`src/rtl/jt51_wrseq_pkg.sv`:
```
`default_nettype none
// ============================================================================
// Module : jt51_wrseq_pkg
// Brief  : Shared types and constants for the YM2151 write sequencer.
// Rev    : 1.0  initial release
// ============================================================================
package jt51_wrseq_pkg;

    localparam int YM_BUSY_BIT       = 7;
    localparam int POST_IGNORE_TICKS = 2;

    typedef enum logic [2:0] {
        ST_IDLE      = 3'd0,
        ST_PRE_WAIT  = 3'd1,
        ST_ADDR_WR   = 3'd2,
        ST_ADDR_REL  = 3'd3,
        ST_DATA_WR   = 3'd4,
        ST_DATA_REL  = 3'd5,
        ST_POST_WAIT = 3'd6
    } wrseq_state_t;

    typedef struct packed {
        logic [7:0] addr;
        logic [7:0] data;
    } wr_req_t;

endpackage
`default_nettype wire

```
`src/rtl/jt51_wrseq_fifo.sv`:
```
`default_nettype none
// ============================================================================
// Module : jt51_wrseq_fifo
// Brief  : Small synchronous FIFO with registered full/empty flags.
// Rev    : 1.0  initial release
// ============================================================================
module jt51_wrseq_fifo #(
    parameter int DEPTH = 4,
    parameter int WIDTH = 16
) (
    input  logic             clk,
    input  logic             rst,
    input  logic             i_push,
    input  logic [WIDTH-1:0] i_wdata,
    input  logic             i_pop,
    output logic [WIDTH-1:0] o_rdata,
    output logic             o_full,
    output logic             o_empty
);

    localparam int            c_aw    = (DEPTH > 1) ? $clog2(DEPTH) : 1;
    localparam logic [c_aw:0] c_depth = (c_aw + 1)'(DEPTH);

    logic [WIDTH-1:0] r_mem [DEPTH];
    logic [c_aw-1:0]  r_wr_ptr;
    logic [c_aw-1:0]  r_rd_ptr;
    logic [c_aw:0]    r_count;
    logic [c_aw:0]    w_count_nxt;
    logic             r_full;
    logic             r_empty;
    logic             w_push;
    logic             w_pop;

    assign w_push      = i_push && !r_full;
    assign w_pop       = i_pop && !r_empty;
    assign w_count_nxt = r_count + (c_aw + 1)'(w_push) - (c_aw + 1)'(w_pop);

    always_ff @(posedge clk) begin
        if (w_push) begin
            r_mem[r_wr_ptr] <= i_wdata;
        end
    end

    always_ff @(posedge clk or posedge rst) begin
        if (rst) begin
            r_wr_ptr <= '0;
            r_rd_ptr <= '0;
            r_count  <= '0;
            r_full   <= 1'b0;
            r_empty  <= 1'b1;
        end else begin
            if (w_push) begin
                r_wr_ptr <= r_wr_ptr + c_aw'(1);
            end
            if (w_pop) begin
                r_rd_ptr <= r_rd_ptr + c_aw'(1);
            end
            r_count <= w_count_nxt;
            r_full  <= (w_count_nxt == c_depth);
            r_empty <= (w_count_nxt == '0);
        end
    end

    assign o_rdata = r_mem[r_rd_ptr];
    assign o_full  = r_full;
    assign o_empty = r_empty;

endmodule
`default_nettype wire

```
`src/rtl/jt51_wrseq.sv`:
```
`default_nettype none
// ============================================================================
// Module : jt51_wrseq
// Brief  : Queues host register writes and replays them onto the YM2151 bus.
// Rev    : 1.0  initial release
// ============================================================================
module jt51_wrseq
    import jt51_wrseq_pkg::*;
#(
    parameter int DEPTH    = 4,
    parameter int WR_TICKS = 2,
    parameter int BUSY_TO  = 255
) (
    input  logic       clk,
    input  logic       rst,
    input  logic       i_cen,
    input  logic       i_req_valid,
    input  logic [7:0] i_req_addr,
    input  logic [7:0] i_req_data,
    output logic       o_req_ready,
    output logic       o_cs_n,
    output logic       o_wr_n,
    output logic       o_a0,
    output logic [7:0] o_bus_dout,
    input  logic [7:0] i_status,
    output logic       o_idle,
    output logic       o_timeout_err
);

    localparam logic [7:0] c_wr_last     = 8'(WR_TICKS - 1);
    localparam logic [7:0] c_busy_last   = 8'(BUSY_TO - 1);
    localparam logic [7:0] c_post_ignore = 8'(POST_IGNORE_TICKS);

    wrseq_state_t r_state;
    wrseq_state_t w_state_nxt;
    logic [7:0]   r_cnt;
    logic [7:0]   w_cnt_nxt;
    wr_req_t      r_hold;
    wr_req_t      w_fifo_rdata;
    logic         w_fifo_full;
    logic         w_fifo_empty;
    logic         w_pop;
    logic         w_timeout;
    logic         w_load_addr;
    logic         w_load_data;
    logic         w_busy;
    logic         w_strobe;
    logic         r_a0;
    logic [7:0]   r_dout;
    logic         r_timeout;
    logic         w_unused_status;

    assign w_busy          = i_status[YM_BUSY_BIT];
    assign w_unused_status = ^i_status;

    jt51_wrseq_fifo #(
        .DEPTH (DEPTH),
        .WIDTH (16)
    ) u_fifo (
        .clk     (clk),
        .rst     (rst),
        .i_push  (i_req_valid),
        .i_wdata ({i_req_addr, i_req_data}),
        .i_pop   (w_pop),
        .o_rdata (w_fifo_rdata),
        .o_full  (w_fifo_full),
        .o_empty (w_fifo_empty)
    );

    always_ff @(posedge clk or posedge rst) begin
        if (rst) begin
            r_state <= ST_IDLE;
            r_cnt   <= '0;
        end else if (i_cen) begin
            r_state <= w_state_nxt;
            r_cnt   <= w_cnt_nxt;
        end
    end

    // r_cnt times the strobe width and the busy waits; it restarts on every state change.
    always_comb begin
        w_state_nxt = r_state;
        w_cnt_nxt   = r_cnt;
        w_pop       = 1'b0;
        w_timeout   = 1'b0;
        w_load_addr = 1'b0;
        w_load_data = 1'b0;
        if (i_cen) begin
            case (r_state)
                ST_IDLE: begin
                    if (!w_fifo_empty) begin
                        w_pop       = 1'b1;
                        w_state_nxt = ST_PRE_WAIT;
                        w_cnt_nxt   = '0;
                    end
                end
                ST_PRE_WAIT: begin
                    if (!w_busy) begin
                        w_state_nxt = ST_ADDR_WR;
                        w_load_addr = 1'b1;
                        w_cnt_nxt   = '0;
                    end else if (r_cnt == c_busy_last) begin
                        w_timeout   = 1'b1;
                        w_state_nxt = ST_IDLE;
                        w_cnt_nxt   = '0;
                    end else begin
                        w_cnt_nxt = r_cnt + 8'd1;
                    end
                end
                ST_ADDR_WR: begin
                    if (r_cnt == c_wr_last) begin
                        w_state_nxt = ST_ADDR_REL;
                        w_cnt_nxt   = '0;
                    end else begin
                        w_cnt_nxt = r_cnt + 8'd1;
                    end
                end
                ST_ADDR_REL: begin
                    w_state_nxt = ST_DATA_WR;
                    w_load_data = 1'b1;
                    w_cnt_nxt   = '0;
                end
                ST_DATA_WR: begin
                    if (r_cnt == c_wr_last) begin
                        w_state_nxt = ST_DATA_REL;
                        w_cnt_nxt   = '0;
                    end else begin
                        w_cnt_nxt = r_cnt + 8'd1;
                    end
                end
                ST_DATA_REL: begin
                    w_state_nxt = ST_POST_WAIT;
                    w_cnt_nxt   = '0;
                end
                ST_POST_WAIT: begin
                    if ((r_cnt >= c_post_ignore) && !w_busy) begin
                        w_state_nxt = ST_IDLE;
                        w_cnt_nxt   = '0;
                    end else if (r_cnt == c_busy_last) begin
                        w_timeout   = 1'b1;
                        w_state_nxt = ST_IDLE;
                        w_cnt_nxt   = '0;
                    end else begin
                        w_cnt_nxt = r_cnt + 8'd1;
                    end
                end
                default: begin
                    w_state_nxt = ST_IDLE;
                    w_cnt_nxt   = '0;
                end
            endcase
        end
    end

    // a0/bus only change on strobe entry so the chip sees stable lines across releases.
    always_ff @(posedge clk or posedge rst) begin
        if (rst) begin
            r_hold    <= '0;
            r_a0      <= 1'b0;
            r_dout    <= '0;
            r_timeout <= 1'b0;
        end else begin
            r_timeout <= w_timeout;
            if (w_pop) begin
                r_hold <= w_fifo_rdata;
            end
            if (w_load_addr) begin
                r_a0   <= 1'b0;
                r_dout <= r_hold.addr;
            end else if (w_load_data) begin
                r_a0   <= 1'b1;
                r_dout <= r_hold.data;
            end
        end
    end

    always_comb begin
        w_strobe = (r_state == ST_ADDR_WR) || (r_state == ST_DATA_WR);
    end

    assign o_cs_n        = !w_strobe;
    assign o_wr_n        = !w_strobe;
    assign o_a0          = r_a0;
    assign o_bus_dout    = r_dout;
    assign o_req_ready   = !w_fifo_full;
    assign o_idle        = w_fifo_empty && (r_state == ST_IDLE);
    assign o_timeout_err = r_timeout;

endmodule
`default_nettype wire

```
`config.mk`:
```
export PLATFORM = sky130hd
export DESIGN_NAME = jt51_wrseq
export DESIGN_NICKNAME = d
export VERILOG_FILES = /design/src/rtl/jt51_wrseq_pkg.sv /design/src/rtl/jt51_wrseq_fifo.sv /design/src/rtl/jt51_wrseq.sv
export SDC_FILE = /design/constraint.sdc
export NUM_CORES = 1
export LEC_CHECK = 0
export ABC_AREA = 1
export BUFFER_PORTS_ARGS = -buffer_cell sky130_fd_sc_hd__buf_2
export CAP_MARGIN = 20
export CORE_MARGIN = 5
export CORE_UTILIZATION = 60
export DETAILED_ROUTE_END_ITERATION = 8
export PLACE_DENSITY = 0.76
export SYNTH_ARGS = -nofsm -noshare
export SYNTH_HDL_FRONTEND = slang
export SYNTH_SLANG_ARGS = --single-unit
export TNS_END_PERCENT = 100
```
`constraint.sdc`:
```
create_clock -name clk -period 4.45 [get_ports clk]
set_clock_uncertainty 0.2 [all_clocks]
set_input_delay 0.89 -clock clk [delete_from_list [all_inputs] [get_ports clk]]
set_output_delay 0.89 -clock clk [all_outputs]
set_load 0.01 [all_outputs]
```
==> run_results.csv, run 1 <==
group,metric,value,unit
clock_tree,worstSkewPairLatency,380,ps
grt,grt_pass1_wl,15.9,mm
grt,grt_pass1_vias,3271,
placement,dp_cells,577,
setup_path,critical-path-slowest-cell,"fa_1",
worst_hold_path,hold_class,"in -> async",
setup_path,path_cells,"buf_2, inv_2, nor3_4, ha_1, inv_1, ha_1, inv_1, fa_1, xnor2_1, xnor2_1, nor3b_1",
yosys,ys_warn_count,0,
yosys,synth_top_flop_cell,"edfxtp_1",
die,io_pins,42,
job,max_cap_violations,0,
status,status,"finished clean",
detailed_routing,postRouteAntennaNets,0,
finish,layout_common_cells,"nand2_1, edfxtp_1, inv_1",
detailed_routing,drt_first_iter_violations,192,
placement,dp_hpwl,6.04,mm
setup_path,worstSetupStartpointType,"input pin",
pwr,power,0.00328,W
detailed_routing,viasPerCell,5.44,
timing,finalHoldViolCount,0,
timing,slew_violations,0,
grt,grt_max_degree,47,
placement,finalWeightedCongestion,0.845,
timing,worstMarginPinSlew,909,ps
setup_path,critPathMaxStageDelay,370,ps
finish,layout_commonest_cell,"nand2_1",
die,die_w,101,um
yosys,synth-seq-area-share,62.1,%
yosys,yosysUniqueCellTypes,39,
timing,timing.final.crit_share,62.1,%
setup_path,endpoint_kind,"register",
timing,finalCriticalPeriod,2760,ps
yosys,syn_area,0.00495,sq mm
clock_tree,cts_made_buffers,9,
detailed_routing,routedWlPerCell,15.6,um
detailed_routing,drt_pass1_iterations,4,
finish,final_layout_size_suffix_gt1_share,18.0,%
finish,syn_to_final_growth,8.75,%
grt,antenna_found_initial,0,
clock_tree,clock-sinks,110,
setup_path,path_class,"in -> reg",
setup_path,cp_max_fo,4,
setup_path,critical_path_required,4540,ps
clock_tree,clockBufferDepth,2,
die,rows,33,
grt,grt_use_total,20.2,%
clock_tree,cts_root_buffer,"clkbuf_8",
timing,fin_tns_setup,0,ps
yosys,yosys.area.top_type,"edfxtp_1",
yosys,avgSynthCellArea,11.0,sq um
detailed_routing,vias,3231,
die,die_y,101,um
yosys,synth_async_sr_flop_share,41.8,%
clock_tree,post-cts-setup-buffer-count,0,
die,initial_core_util,60.8,%
detailed_routing,drcViolationCount,0,
pwr,power_density,609,mW/mm^2
yosys,syn_inst,451,
yosys,synth_top_area_share,38.8,%
setup_path,crit_family,"adder cells",
clock_tree,cts_max_level,3,
placement,post_dp_cell_area,0.00517,sq mm
yosys,synth.area.top_cells,"edfxtp_1, dfrtp_1, nand2_1, inv_1, o21ai_0",
pwr,ir_drop,0.303,mV
finish,final_nets,522,
grt,grt.overflow.total,0,
clock_tree,clk_pin_slew,110,ps
setup_path,worstPathArrival,2850,ps
yosys,synth_seq_cells,110,
timing,maxSlewHeadroom,39.3,%
die,dieArea,0.0102,sq mm
detailed_routing,totalWireLength,9.30,mm
timing,rsz0062_at_grt,"no",
timing,fmax,0.362,GHz
die,core,0.00813,sq mm
yosys,synth_nets,489,
finish,stdcell_count,594,
timing,whs,157,ps
clock_tree,cts_resized,0,
clock_tree,cts_hold_buf,0,
pwr,p_leak,2.29,nW
timing,setup_viol,0,
finish,antennaDiodeCount,0,
placement,io_buffers,34,
yosys,synth-edff-count,64,
clock_tree,cts_tree,"built",
setup_path,critPathBufInv,4,
finish,stdcell_area,0.00538,sq mm
-- cell usage after synthesis (4+ instances only) --
master and count:
buf_2 4, buf_6 5, clkbuf_1 7, dfrtp_1 45, edfxtp_1 64, ha_1 9
inv_1 52, nand2_1 65, nand3_1 22, nand4_1 13, nor2_1 48, o21ai_0 37
o21ai_1 16, o221ai_2 8, o22ai_1 15, xor2_1 4
-- power breakdown --
group          switching (W)  internal [W]  leakage (nW)  total [W]
clock               0.000363      0.000217        0.0930   0.000580
combinational       0.000782      0.000405          1.03    0.00119
sequential          0.000145       0.00137          1.17    0.00151
total                0.00129       0.00199          2.29    0.00328
-- metal layers --
metal,vias to the layer above,part of all wire [%],GRT usage [%]
li1,1606,-,-
met1,1549,46,27.9
met2,64,48,32.3
met3,12,4.4,2.77
met4,0,1.5,8.50
met5,-,0,0
-- state kept, by name (all words and copies together), names as in the netlist --
signal           cells
r_cnt                8
o_a0                 1
u_fifo.r_mem        64
r_hold              16
u_fifo.r_rd_ptr      2
o_bus_dout           8
u_fifo.o_full        1
o_timeout_err        1
u_fifo.o_empty       1
u_fifo.r_wr_ptr      2
r_state              3
u_fifo.r_count       3
-- through the flow --
step / setup WS [ps] / util, %
after floorplan: 1410 / -
after global placement: 1440 / 63.6
after detailed placement: 1290 / 63.6
after CTS: 1680 / 65.9
after global routing: 1570 / 66.1
final: 1690 / 66.1
-- area by class of cell --
class	count	area, sq um
Sequential cell	110	3070
Fill cell	629	2750
Multi-Input combinational cell	268	1540
Timing Repair Buffer	40	228
Inverter	55	216
Tap cell	105	131
Clock buffer	9	124
Clock inverter	7	65.1
-- kinds of logic after synthesis --
family | Yosys count | share of synthesized area (%)
and+or+nand+nor | 171 | 16.8
DFF | 110 | 62.1
AOI/OAI and AO/OA | 81 | 10.5
buffers and inverters | 73 | 6.75
adders and majority gates | 10 | 2.68
xor gates and xnor gates | 6 | 1.06
-- worst paths after layout --
check | cells past startpoint | start | to | slack (ps)
min in group clk | 2 | o_a0 | o_a0 | 310
max | 11 | i_cen | u_fifo.o_full | 1690
max in group asynchronous | 3 | rst | u_fifo.o_empty | 3390
max reg2reg | 11 | r_state[0] | u_fifo.o_full | 1710
min | 2 | rst | o_bus_dout[2] | 160
min reg2reg | 2 | o_a0 | o_a0 | 310
No activity file was read; power rests on OpenSTA's default activity.
==> run 2, diff against run 1 <==
--- a/config.mk
+++ b/config.mk
@@ -9,9 +9,9 @@
 export BUFFER_PORTS_ARGS = -buffer_cell sky130_fd_sc_hd__buf_2
 export CAP_MARGIN = 20
 export CORE_MARGIN = 5
-export CORE_UTILIZATION = 60
+export CORE_UTILIZATION = 59
 export DETAILED_ROUTE_END_ITERATION = 8
-export PLACE_DENSITY = 0.76
+export PLACE_DENSITY = 0.75
 export SYNTH_ARGS = -nofsm -noshare
 export SYNTH_HDL_FRONTEND = slang
 export SYNTH_SLANG_ARGS = --single-unit
==> constraint.sdc (replaced) <==
create_clock -name clk -period 2.84 [get_ports clk]
set_clock_uncertainty 0.2 [all_clocks]
set_input_delay 0.568 -clock clk [delete_from_list [all_inputs] [get_ports clk]]
set_output_delay 0.568 -clock clk [all_outputs]
set_load 0.01 [all_outputs]
==> run 2 against run 1 <==
Critical path depth stayed put; worst setup slack worse by 1500 ps; largest cell class unchanged; hold slack worse by 23 ps; highest routed layer unchanged; largest power group unchanged; non-clock buffer count is 2 higher; power is 54% higher; sequential cell count stayed put.
==> run_results.csv, run 2 (synthesis results as in run 1) <==
group,metric,value,unit
finish,largest_reg_flops,64,
grt,grt_max_degree,47,
clock_tree,cts_tree,"built",
die,core,0.00818,sq mm
grt,grt_pass1_vias,3128,
clock_tree,cts_max_level,3,
timing,timing.final.crit_share,94.4,%
pwr,sw_frac_of_total,38.5,%
clock_tree,post-cts-setup-buffer-count,0,
timing,slew_violations,0,
detailed_routing,drcViolationCount,0,
detailed_routing,viasPerCell,5.48,
placement,post_dp_cell_area,0.00519,sq mm
worst_hold_path,hold_class,"in -> async",
pwr,switchingPower,0.00194,W
status,status,"finished clean",
grt,antenna_found_initial,0,
clock_tree,clk_pin_slew,110,ps
finish,num-fill-cells,625,
setup_path,cp_max_fo,6,
finish,stdcell_area,0.00537,sq mm
die,io_pins,42,
finish,layout_commonest_cell,"nand2_1",
detailed_routing,totalWireLength,8.84,mm
clock_tree,cts_resized,0,
pwr,power.share.sequential,46.8,%
placement,io_buffers,34,
pwr,ir_drop,0.495,mV
pwr,pwr-share-clk,17.0,%
finish,regArea,0.00307,sq mm
finish,syn_to_final_growth,8.57,%
timing,rsz0062_at_grt,"no",
timing,finalCriticalPeriod,2680,ps
setup_path,worstSetupStartpointType,"register",
detailed_routing,postRouteAntennaNets,0,
timing,maxSlewHeadroom,39.6,%
finish,final_nets,524,
clock_tree,cts_hold_buf,0,
grt,grt_pass1_wl,15.1,mm
finish,top_register,"u_fifo.r_mem",
clock_tree,clock-sinks,110,
pwr,power,0.00505,W
timing,finalHoldViolCount,0,
placement,dp_hpwl,5.82,mm
timing,fin_tns_setup,0,ps
detailed_routing,drt_first_iter_violations,151,
finish,multi_input_area,0.00154,sq mm
clock_tree,cts_made_buffers,9,
timing,whs,133,ps
die,dieArea,0.0103,sq mm
setup_path,critical_path_required,2910,ps
die,rows,33,
pwr,p_leak,2.29,nW
setup_path,path_class,"reg -> reg",
detailed_routing,drt_pass1_iterations,4,
job,max_cap_violations,0,
clock_tree,cts_root_buffer,"clkbuf_8",
pwr,p_int,0.00311,W
pwr,combPwrFrac,36.3,%
die,die_w,102,um
die,die_y,102,um
die,initial_core_util,60.5,%
grt,grt.overflow.total,0,
grt,grt_use_total,18.8,%
pwr,power_density,940,mW/mm^2
clock_tree,worstSkewPairLatency,360,ps
finish,antennaDiodeCount,0,
clock_tree,clockBufferDepth,2,
timing,worstMarginPinSlew,905,ps
timing,fmax,0.373,GHz
detailed_routing,routedWlPerCell,14.8,um
finish,final_layout_size_suffix_gt1_share,18.3,%
finish,layout_common_cells,"nand2_1, edfxtp_1, inv_1",
detailed_routing,vias,3266,
finish,top_regs,"u_fifo.r_mem: 64 flops, r_hold: 16 flops",
placement,finalWeightedCongestion,0.879,
setup_path,endpoint_kind,"register",
setup_path,worstPathArrival,2750,ps
timing,setup_viol,0,
[run 2: metrics by stage]
stage               utilization, %  instances  setup WS (ps)
CTS                           65.7        596            177
finish                        65.7        596            158
global placement              63.5        580            268
floorplan                        -        451           71.3
detailed placement            63.5        580            206
global route                  65.7        596           38.3
[run 2: final timing paths]
| kind | start | endpoint | slack (ps) | depth (start not counted) |
|---|---|---|---|---|
| max | r_state[0] | u_fifo.o_full | 160 | 11 |
| min | rst | r_hold[0] | 130 | 3 |
| max reg2reg | r_state[0] | u_fifo.o_full | 160 | 11 |
| min reg2reg | o_a0 | o_a0 | 300 | 2 |
| max in group asynchronous | rst | r_hold[6] | 1900 | 3 |
| min in group clk | i_req_addr[5] | u_fifo.r_mem[3][13] | 210 | 1 |
[run 2: routing by layer]
layer  vias to the layer above  wire [um]  global-route usage [%]
met5                         -          0                       0
met4                         0        123                    5.73
li1                       1613          -                       -
met2                        71       4280                    29.8
met3                        10        378                    3.17
met1                      1572       4060                    26.9
[run 2: power groups by stage]
stage	Clock (W)	Combinational (W)	Sequential (W)
final	0.000856	0.00183	0.00236
after global routing	0.000957	0.00210	0.00241
after global placement	0	0.00178	0.00238
after detailed placement	0	0.00184	0.00240
after floorplan	0	0.00139	0.00236
after CTS	0.000880	0.00185	0.00236
[run 2: worst max-delay path, cell delays in order, from the launching register on]
cell and delay [ps]:
dfrtp_1 500, nor2_4 180, nand2_2 90, nor3_4 140, ha_1 250, inv_1 50, ha_1 130, inv_1 50
fa_1 380, xnor2_1 150, xnor2_1 240, nor3b_1 240
[run 2: final cells by class]
type	instances	share of cell area (%)
clock buffers	9	2.31
inverters	55	4.03
flip-flops and latches	110	57.2
repair buffers	42	4.29
clock inverters	7	1.05
multi-input cells	268	28.7
well taps	105	2.45
==> run 3, diff against run 2 <==
--- a/config.mk
+++ b/config.mk
@@ -5,11 +5,12 @@
 export SDC_FILE = /design/constraint.sdc
 export NUM_CORES = 1
 export LEC_CHECK = 0
-export ABC_AREA = 1
 export BUFFER_PORTS_ARGS = -buffer_cell sky130_fd_sc_hd__buf_2
 export CAP_MARGIN = 20
+export CELL_PAD_IN_SITES_DETAIL_PLACEMENT = 0
+export CELL_PAD_IN_SITES_GLOBAL_PLACEMENT = 1
 export CORE_MARGIN = 5
-export CORE_UTILIZATION = 59
+export CORE_UTILIZATION = 50
 export DETAILED_ROUTE_END_ITERATION = 8
 export PLACE_DENSITY = 0.75
 export SYNTH_ARGS = -nofsm -noshare
==> run 3 against run 2 <==
Sequential cell count did not move; via count fell by 27%; power fell by 2.4%; highest routed layer unchanged.
==> run_results.csv, run 3 <==
group,metric,value,unit
clock_tree,cts_hold_buf,0,
setup_path,cp_max_fo,12,
yosys,synth.area.top_cells,"edfxtp_1, dfrtp_1, mux4_2, mux2_2, ha_1",
setup_path,critical_path_required,2940,ps
pwr,p_leak,2.05,nW
die,io_pins,42,
grt,grt_max_degree,47,
finish,syn_to_final_growth,11.5,%
timing,slew_violations,0,
clock_tree,cts_root_buffer,"clkbuf_8",
pwr,power_density,955,mW/mm^2
die,initial_core_util,50.6,%
finish,antennaDiodeCount,0,
pwr,ir_drop,0.386,mV
detailed_routing,drt_first_iter_violations,75,
clock_tree,cts_max_level,3,
placement,finalWeightedCongestion,0.776,
die,core,0.00915,sq mm
detailed_routing,dr_wl_met3,287,um
detailed_routing,drt-met1-wl,3.54,mm
timing,setup_viol,0,
yosys,ys_warn_count,0,
yosys,synth_top_flop_cell,"edfxtp_1",
setup_path,rr_startpoint,"r_state[0]",
grt,grt.overflow.total,0,
timing,finalCriticalPeriod,2550,ps
timing,fin_tns_setup,0,ps
finish,final_layout_size_suffix_gt1_share,33.0,%
grt,antenna_found_initial,0,
grt,grt_pass1_wl,13.2,mm
yosys,avgSynthCellArea,16.4,sq um
timing,fmax,0.391,GHz
clock_tree,worstSkewPairLatency,370,ps
setup_path,crit_start,"r_state[0]",
timing,worstMarginPinSlew,618,ps
detailed_routing,routedWlPerCell,17.8,um
finish,final_nets,363,
finish,largest_reg_flops,64,
detailed_routing,viasPerCell,5.41,
setup_path,rr_endpoint,"u_fifo.o_full",
detailed_routing,highest_layer,"met4",
setup_path,regToRegSetupSlack,290,ps
setup_path,path_class,"reg -> reg",
clock_tree,clk_pin_slew,110,ps
clock_tree,clock-sinks,110,
detailed_routing,postRouteAntennaNets,0,
setup_path,worstSetupStartpointType,"register",
detailed_routing,vias,2384,
timing,setup_slack,285,ps
die,rows,35,
clock_tree,cts_tree,"built",
finish,layout_common_cells,"edfxtp_1, dfrtp_1, buf_2",
setup_path,endpoint_kind,"register",
placement,place_worst_setup_slack,111,ps
setup_path,worstPathArrival,2650,ps
yosys,yosysUniqueCellTypes,51,
yosys,synth_seq_cells,110,
clock_tree,clockBufferDepth,2,
placement,io_buffers,34,
worst_hold_path,hold_class,"in -> async",
timing,finalHoldViolCount,0,
yosys,syn_area,0.00463,sq mm
die,die_w,106,um
yosys,yosys.area.top_type,"edfxtp_1",
detailed_routing,drt_pass1_iterations,4,
finish,top_regs,"u_fifo.r_mem: 64 flops, r_hold: 16 flops",
die,die_y,106,um
placement,dp_hpwl,5.11,mm
yosys,synth.most_common_cell,"edfxtp_1",
yosys,synth_common_cells,"edfxtp_1, dfrtp_1, mux2_2, mux4_2",
status,status,"finished clean",
yosys,syn_inst,283,
detailed_routing,totalWireLength,7.86,mm
yosys,synth-seq-area-share,66.4,%
clock_tree,post-cts-setup-buffer-count,0,
detailed_routing,wl_met2,3.97,mm
setup_path,r2r_cells,9,
yosys,synth-edff-count,64,
yosys,synth_top_area_share,41.5,%
grt,grt_pass1_vias,2546,
finish,top_register,"u_fifo.r_mem",
clock_tree,cts_made_buffers,9,
grt,grt_use_total,15.4,%
die,dieArea,0.0113,sq mm
finish,layout_commonest_cell,"edfxtp_1",
timing,rsz0062_at_grt,"no",
yosys,synth_async_sr_flop_share,41.8,%
timing,maxSlewHeadroom,58.8,%
job,max_cap_violations,0,
detailed_routing,drcViolationCount,0,
clock_tree,cts_resized,0,
yosys,synth_nets,321,
finish,num-fill-cells,739,
timing,timing.final.crit_share,90.0,%
run 3: area by class of cell:
| cell class | instances | area, sq um | share of cell area (%) |
|---|---|---|---|
| repair buffers | 47 | 293 | 5.67 |
| well taps | 111 | 139 | 2.69 |
| inverters | 13 | 48.8 | 0.945 |
| multi-input cells | 144 | 1420 | 27.4 |
| clock inverters | 6 | 63.8 | 1.24 |
| clock buffers | 10 | 128 | 2.47 |
| flip-flops and latches | 110 | 3070 | 59.6 |
run 3: logic make-up (layout without fill, tap and decap cells):
| kind of cell | after synthesis | in the layout | share of synthesized area (%) |
|---|---|---|---|
| buffers and inverters | 29 | 76 | 3.40 |
| AOI/OAI and AO/OA | 31 | 31 | 4.21 |
| and+or+nand+nor | 51 | 51 | 7.43 |
| adders and majority gates | 10 | 10 | 2.86 |
| DFF | 110 | 110 | 66.4 |
| muxes | 41 | 41 | 13.6 |
| xor gates and xnor gates | 11 | 11 | 2.08 |
run 3: worst max-delay path by stage:
stage               endpoint  cells after the start  slack, ps
4_1_cts        u_fifo.o_full                      9        240
3_5_place_dp   u_fifo.o_full                     11        110
3_3_place_gp   u_fifo.o_full                     11        200
5_1_grt        u_fifo.o_full                      9        160
6_report       u_fifo.o_full                      9        290
2_1_floorplan  u_fifo.o_full                     13          7
run 3: worst max-delay path: stages, from the launching register on:
cell and delay, ps:
dfrtp_1 530, nor4b_4 340, ha_1 260, inv_1 50
ha_1 120, inv_1 50, fa_2 330, xnor2_1 220
xnor2_1 170, nor3b_2 200
run 3: layer usage:
layer  global-route usage [%]  vias up
met2                     25.8       43
met5                        0        -
met3                     4.13        6
met1                     20.1     1195
met4                     3.89        0
li1                         -     1140
run 3: metrics by stage:
step / util, % / power [W] / hold WS, ps / cells / cell area (sq um)
5_1_grt: 56.4 / 0.00527 / 16.1 / 441 / 5160
6_report: 56.4 / 0.00493 / 14.1 / 441 / 5160
2_1_floorplan: - / 0.00363 / 245 / 283 / 4650
4_1_cts: 56.4 / 0.00501 / 3.29 / 441 / 5160
3_3_place_gp: 54.3 / 0.00406 / 262 / 425 / 4970
3_5_place_dp: 54.3 / 0.00411 / 266 / 425 / 4970
run 3: where the power goes:
part	switching [W]	total [W]	internal (W)
Clock	0.000557	0.000901	0.000344
Sequential	0.000247	0.00241	0.00216
Combinational	0.000798	0.00162	0.000822
